[src/rtl/vga_output_stage_pkg.sv]
// Shared definitions for the VGA output stage: dither modes, the 4x4 Bayer
// matrix and the helper that scales a matrix entry to the dropped-bit range.
package vga_output_stage_pkg;

    typedef enum logic [1:0] {
        TRUNC    = 2'd0,
        BAYER    = 2'd1,
        TEMPORAL = 2'd2
    } mode_e;

    // Width of the scaled threshold; IN_W must not exceed this.
    localparam int THR_W = 16;

    // Indexed as BAYER4[yi][xi].
    localparam logic [3:0] BAYER4 [4][4] = '{
        '{4'd0,  4'd8,  4'd2,  4'd10},
        '{4'd12, 4'd4,  4'd14, 4'd6 },
        '{4'd3,  4'd11, 4'd1,  4'd9 },
        '{4'd15, 4'd7,  4'd13, 4'd5 }
    };

    // s is the number of bits dropped per channel (IN_W - OUT_W).
    function automatic logic [THR_W-1:0] bayer_thresh(input logic [3:0] b, input int s);
        logic [THR_W-1:0] bw;
        bw = {{(THR_W-4){1'b0}}, b};
        if (s >= 4) begin
            return bw << (s - 4);
        end else if (s > 0) begin
            return bw >> (4 - s);
        end else begin
            return '0;
        end
    endfunction

endpackage

[src/rtl/vga_output_stage_dither_channel.sv]
// One colour channel: threshold add with saturation, then truncation and
// blank forcing. Two register stages, matching the sync pipeline in the top.
module vga_dither_channel
    import vga_output_stage_pkg::*;
#(
    parameter int IN_W   = 8,
    parameter int OUT_W  = 4,
    parameter bit DITHER = 1'b1
) (
    input  logic             clk_i,
    input  logic             rst_i,
    input  logic [IN_W-1:0]  pix_i,
    input  logic [IN_W-1:0]  thr_i,
    input  logic             blank_i,
    output logic [OUT_W-1:0] pix_o
);

    localparam int S = IN_W - OUT_W;

    logic [IN_W:0]    wide;
    logic [IN_W-1:0]  sum_d, sum_q;
    logic             blank_q;
    logic [OUT_W-1:0] out_d, out_q;
    logic             unused_bits;

    assign wide = {1'b0, pix_i} + {1'b0, thr_i};

    always_comb begin
        sum_d = pix_i;
        if (DITHER) begin
            sum_d = wide[IN_W] ? {IN_W{1'b1}} : wide[IN_W-1:0];
        end
    end

    assign out_d = blank_q ? '0 : sum_q[IN_W-1:S];

    always_ff @(posedge clk_i or posedge rst_i) begin
        if (rst_i) begin
            sum_q   <= '0;
            blank_q <= 1'b0;
            out_q   <= '0;
        end else begin
            sum_q   <= sum_d;
            blank_q <= blank_i;
            out_q   <= out_d;
        end
    end

    assign pix_o = out_q;

    // Low sum bits are dropped by design; thr_i is ignored without dithering.
    assign unused_bits = ^{sum_q, thr_i};

endmodule

[src/rtl/vga_output_stage.sv]
// VGA output stage: screen-position tracking from sync strobes, Bayer
// threshold selection, three dither channels and a delay-matched sync pipe.
module vga_output_stage
    import vga_output_stage_pkg::*;
#(
    parameter int IN_W            = 8,
    parameter int OUT_W           = 4,
    parameter int MODE            = 1,
    parameter bit SYNC_ACTIVE_LOW = 1'b1
) (
    input  logic             CLK_25MHZ,
    input  logic             RESET,
    input  logic [IN_W-1:0]  IN_RED,
    input  logic [IN_W-1:0]  IN_GREEN,
    input  logic [IN_W-1:0]  IN_BLUE,
    input  logic             IN_BLANK,
    input  logic             IN_HSYNC,
    input  logic             IN_VSYNC,
    output logic [OUT_W-1:0] VGA_RED,
    output logic [OUT_W-1:0] VGA_GREEN,
    output logic [OUT_W-1:0] VGA_BLUE,
    output logic             VGA_HSYNC,
    output logic             VGA_VSYNC
);

    localparam int   S         = IN_W - OUT_W;
    localparam logic SYNC_IDLE = SYNC_ACTIVE_LOW ? 1'b1 : 1'b0;
    localparam bit   DITHER    = (MODE != int'(TRUNC)) && (S != 0);
    localparam bit   ROTATE    = (MODE == int'(TEMPORAL));

    logic             hs_act, vs_act, hs_edge, vs_edge;
    logic             hs_prev_q, vs_prev_q;
    logic [1:0]       x_d, x_q, y_d, y_q, f_d, f_q;
    logic [1:0]       xi, yi;
    logic [THR_W-1:0] thr_full;
    logic [IN_W-1:0]  thr;
    logic             hs_s1_q, hs_s2_q, vs_s1_q, vs_s2_q;
    logic             unused_thr;

    assign hs_act  = (IN_HSYNC != SYNC_IDLE);
    assign vs_act  = (IN_VSYNC != SYNC_IDLE);
    assign hs_edge = hs_act & ~hs_prev_q;
    assign vs_edge = vs_act & ~vs_prev_q;

    // A coincident VSYNC edge overrides the line increment.
    always_comb begin
        x_d = x_q + 2'd1;
        y_d = y_q;
        f_d = f_q;
        if (hs_edge) begin
            x_d = 2'd0;
            y_d = y_q + 2'd1;
        end
        if (vs_edge) begin
            y_d = 2'd0;
            f_d = f_q + 2'd1;
        end
    end

    always_comb begin
        xi = x_q;
        yi = y_q;
        if (ROTATE) begin
            xi = x_q + f_q;
            yi = y_q + f_q;
        end
    end

    assign thr_full   = bayer_thresh(BAYER4[yi][xi], S);
    assign thr        = DITHER ? thr_full[IN_W-1:0] : '0;
    assign unused_thr = ^thr_full;

    always_ff @(posedge CLK_25MHZ or posedge RESET) begin
        if (RESET) begin
            hs_prev_q <= 1'b0;
            vs_prev_q <= 1'b0;
            x_q       <= 2'd0;
            y_q       <= 2'd0;
            f_q       <= 2'd0;
            hs_s1_q   <= SYNC_IDLE;
            hs_s2_q   <= SYNC_IDLE;
            vs_s1_q   <= SYNC_IDLE;
            vs_s2_q   <= SYNC_IDLE;
        end else begin
            hs_prev_q <= hs_act;
            vs_prev_q <= vs_act;
            x_q       <= x_d;
            y_q       <= y_d;
            f_q       <= f_d;
            hs_s1_q   <= IN_HSYNC;
            hs_s2_q   <= hs_s1_q;
            vs_s1_q   <= IN_VSYNC;
            vs_s2_q   <= vs_s1_q;
        end
    end

    assign VGA_HSYNC = hs_s2_q;
    assign VGA_VSYNC = vs_s2_q;

    vga_dither_channel #(.IN_W(IN_W), .OUT_W(OUT_W), .DITHER(DITHER)) u_red (
        .clk_i(CLK_25MHZ), .rst_i(RESET), .pix_i(IN_RED), .thr_i(thr),
        .blank_i(IN_BLANK), .pix_o(VGA_RED)
    );

    vga_dither_channel #(.IN_W(IN_W), .OUT_W(OUT_W), .DITHER(DITHER)) u_green (
        .clk_i(CLK_25MHZ), .rst_i(RESET), .pix_i(IN_GREEN), .thr_i(thr),
        .blank_i(IN_BLANK), .pix_o(VGA_GREEN)
    );

    vga_dither_channel #(.IN_W(IN_W), .OUT_W(OUT_W), .DITHER(DITHER)) u_blue (
        .clk_i(CLK_25MHZ), .rst_i(RESET), .pix_i(IN_BLUE), .thr_i(thr),
        .blank_i(IN_BLANK), .pix_o(VGA_BLUE)
    );

endmodule
[config.mk]
export PLATFORM = sky130hd
export DESIGN_NAME = vga_output_stage
export DESIGN_NICKNAME = d
export VERILOG_FILES = /design/src/rtl/vga_output_stage_pkg.sv /design/src/rtl/vga_output_stage_dither_channel.sv /design/src/rtl/vga_output_stage.sv
export SDC_FILE = /design/constraint.sdc
export NUM_CORES = 1
export LEC_CHECK = 0
export CAP_MARGIN = 25
export CORE_ASPECT_RATIO = 0.6
export CORE_MARGIN = 4
export CORE_UTILIZATION = 30
export DETAILED_ROUTE_END_ITERATION = 16
export DONT_BUFFER_PORTS = 1
export PLACE_DENSITY = 0.49
export SETUP_SLACK_MARGIN = 0.2
export SLEW_MARGIN = 5
export SYNTH_ARGS = -nofsm -noshare
export SYNTH_HDL_FRONTEND = slang
export SYNTH_SLANG_ARGS = --single-unit
[constraint.sdc]
create_clock -name CLK_25MHZ -period 3.75 [get_ports CLK_25MHZ]
set_input_delay 0 -clock CLK_25MHZ [delete_from_list [all_inputs] [get_ports CLK_25MHZ]]
set_output_delay 0 -clock CLK_25MHZ [all_outputs]
set_load 0.01 [all_outputs]
==> results by group <==
Die
  • I/O pins: 43
  • Die Span X: 101 um
  • Die area: 6430 um^2
  • Rows: 19
  • Starting density of the core: 32.5%
  • Placeable Area: ~4800 um^2
  • Die height: 63.8 um

CTS
  • Root Buffer: clkbuf_8
  • CTS buffer count: 5
  • Post-CTS setup buffers: 0
  • Longest Clk Path Bufs: 2
  • CTS tree: built
  • H-tree Lvls: 2
  • Clock latency on the worst-skew pair: 0.28 ns
  • Clock transition at path regs: about 0.07 ns
  • Clock sink total: 35

Power and ir drop
  • Max VDD drop: 147 uV
  • PwrDens: 489 nW/um^2
  • Leak: 0.904 nW
  • Overall power: 0.000962 W

Critical path
  • Crit-path cells: inv_1 -> ha_1 -> o21ai_0 -> o21ai_0 -> ha_1 -> or3_4 -> o22a_2 -> mux2_4 -> dlygate4sd3_1
  • WS Path Type: flip-flop to flip-flop
  • Worst R2R Path Depth: 9
  • Slowest-stage cell, CP: dlygate4sd3_1
  • CP Max Fanout: 7
  • Worst R2R End: u_green.sum_q[4]
  • Required time worst endpoint: between 3 and 4 ns
  • R2R Setup Slk: 0.83 ns
  • CP Launch Type: flip-flop
  • CP peak stage delay: 0.55 ns
  • R2R Path Start: y_q[1]
  • Critical Path Sink Type: flip-flop
  • Worst EP arrival: 3.09 ns

Synth
  • Dominant cells by area after synthesis: dfrtp_1, ha_1, dfstp_2
  • Synth top area share: between 40% and 50%
  • Number of flops mapped to enable cells by yosys: 0
  • YS warnings: 0
  • Cell Area, Synth: 1550 um^2
  • Count leader, synth: dfrtp_1
  • Synth Instances: 129
  • Yosys reg bits: 35
  • Most used DFF post-synth: dfrtp_1
  • Syn_nets: 169
  • Largest area contributor in the netlist: dfrtp_1
  • Seq/Total Area, Yosys: 56.7%
  • Synth unique cells: 31
  • Post-synthesis async set-or-reset flop share: 100%
  • Top cells by count, synth: dfrtp_1, nor2b_1, ha_1
  • Mean Syn Cell Area: 12.0 um^2

Min path
  • Hold EP: u_blue.sum_q[5]
  • Min-Delay Path Depth: 2
  • Min-delay src: IN_BLUE[7]
  • Hold/Removal Path Class: input pin to flip-flop

Detailed routing
  • Final antenna-violating net count: 0
  • Initial DRC count: 58
  • WL/cell: 15.7 um
  • Final wirelength: 3.53 mm
  • Drt pass-1 iters: 5
  • Vias: between 1000 and 1500
  • Routed vias/inst: 4.99
  • # DRC: 0

Placement
  • IO buf count: 0
  • DP HPWL: 2.44 mm
  • GPL Wtd Cong: between 0.7 and 0.8

STA
  • Fmax: 0.342 GHz
  • RSZ-0062 raised after global routing: no
  • Max-slew violations: 0
  • Minimum clock period: 2.92 ns
  • Fin crit share: roughly 78%
  • Final hold slack: 0.0132 ns
  • Final Setup Violations: 0
  • Slew @ Worst Pin: 0.696 ns
  • Sum of negative setup slack: 0 ns
  • Headroom to the max-slew limit: 53.5%
  • Final Hold Vio Count: 0
  • Clock skew: 0.00183 ns

Final layout
  • Final #Nets: approximately 200
  • Fin util: 41.2%
  • Layout cell share with drive strength beyond 1: 9.88%
  • Antenna cells: 0
  • Area growth from synthesis to layout: 26.7%

Global route
  • Global-route wire length before repair: about 5.6 mm
  • Largest net degree at the start of global routing: 19
  • Initial antenna violation count: 0
  • Total GRT Usage: between 10% and 20%
  • Vias in the first global route: about 1100
  • GRT overflow: 0

Run status
  • Status: completed

Run
  • Max-cap violations: 0
worst max-delay path by stage:
stage               startpoint          endpoint  slack (ns)  cells after the start
floorplan               y_q[0]  u_green.sum_q[4]        1.59                      8
global placement        y_q[0]  u_green.sum_q[4]        1.47                      8
detailed placement      y_q[0]  u_green.sum_q[4]        1.39                      8
CTS                     y_q[0]  u_green.sum_q[4]        0.83                      9
global route            y_q[0]  u_green.sum_q[4]        0.71                      9
finish                  y_q[1]  u_green.sum_q[4]        0.83                      9
registers in the layout, indices dropped and copies added, names as in the netlist, 2 cells and up:
signal and flops:
u_blue.pix_o 4, u_blue.sum_q 4, u_green.pix_o 4, u_green.sum_q 4
u_red.pix_o 4, u_red.sum_q 4, x_q 2, y_q 2
repair_timing:
action | CTS | global route
gates resized for setup | 0 | 0
hold endpoints to repair | 36 | 0
hold buffers | 25 | 0
power by group:
group	switching, W	total (W)	leakage, nW	internal [W]
clock network	0.000131	0.000261	0.0422	0.000130
registers	0.0000330	0.000459	0.421	0.000426
logic	0.000116	0.000242	0.441	0.000125
placed cells by master (no fill, tap or decap), types with 2 or more instances in the layout:
cell	Yosys	final
a22oi_1	3	3
o221ai_1	4	4
a22o_1	2	2
and3_1	4	4
dlygate4sd3_1	0	25
nor2b_1	12	12
o21a_1	2	2
a221oi_1	2	2
o21ai_0	4	4
a21oi_1	3	3
nor2_1	8	8
clkbuf_8	0	5
inv_1	10	10
dfrtp_1	31	31
nand3_1	2	2
a41o_1	3	3
or3_4	2	2
xnor2_1	2	2
and3b_1	2	2
ha_1	11	11
dfstp_2	4	4
a31oi_1	2	2
nand2_1	6	6
clkbuf_1	1	2
worst max-delay path, delay by kind of cell, from the launching register on:
family                   cells  cell delay (ns)
AO/OA/AOI/OAI                3             0.55
flip-flops                   1             0.47
buffers and inverters        2             0.62
AND/OR/NAND/NOR              1             0.39
adder cells (fa/ha/maj)      2             0.47
multiplexers                 1             0.30
cell families after synthesis:
logic type,count (synthesis),synth area share (%)
and+or+nand+nor,37,13.5
DFF,35,56.7
adders and majority gates,11,8.86
AOI/OAI and AO/OA,29,14.3
xor gates and xnor gates,3,1.69
buffers and inverters,11,2.66
muxes,3,2.33
final cells by class:
type / instances / area, um^2
timing repair buffer: 26 / 258
tap: 63 / 78.8
multi-input combinational: 83 / 632
inverter: 10 / 37.5
sequential: 35 / 881
clock inverter: 1 / 5.00
clock buffer: 7 / 76.3
fill: 442 / 2810
metrics by stage:
step           cell area [um^2]  worst slack [ns]  cells
3_5_place_dp               1640              1.39    192
2_1_floorplan              1550              1.59    129
6_report                   1970             0.829    225
3_3_place_gp               1640              1.47    192
5_1_grt                    1970             0.715    225
4_1_cts                    1970             0.830    225
metal layers:
metal	vias up	wire, um	share of wire (%)	global-route usage [%]
met1	552	1620	46	14.8
met3	7	268	7.6	5.33
li1	525	-	-	-
met4	0	51	1.4	4.48
met5	-	0	0	0
met2	38	1590	45	16.8
No activity file was read; power rests on OpenSTA's default activity.
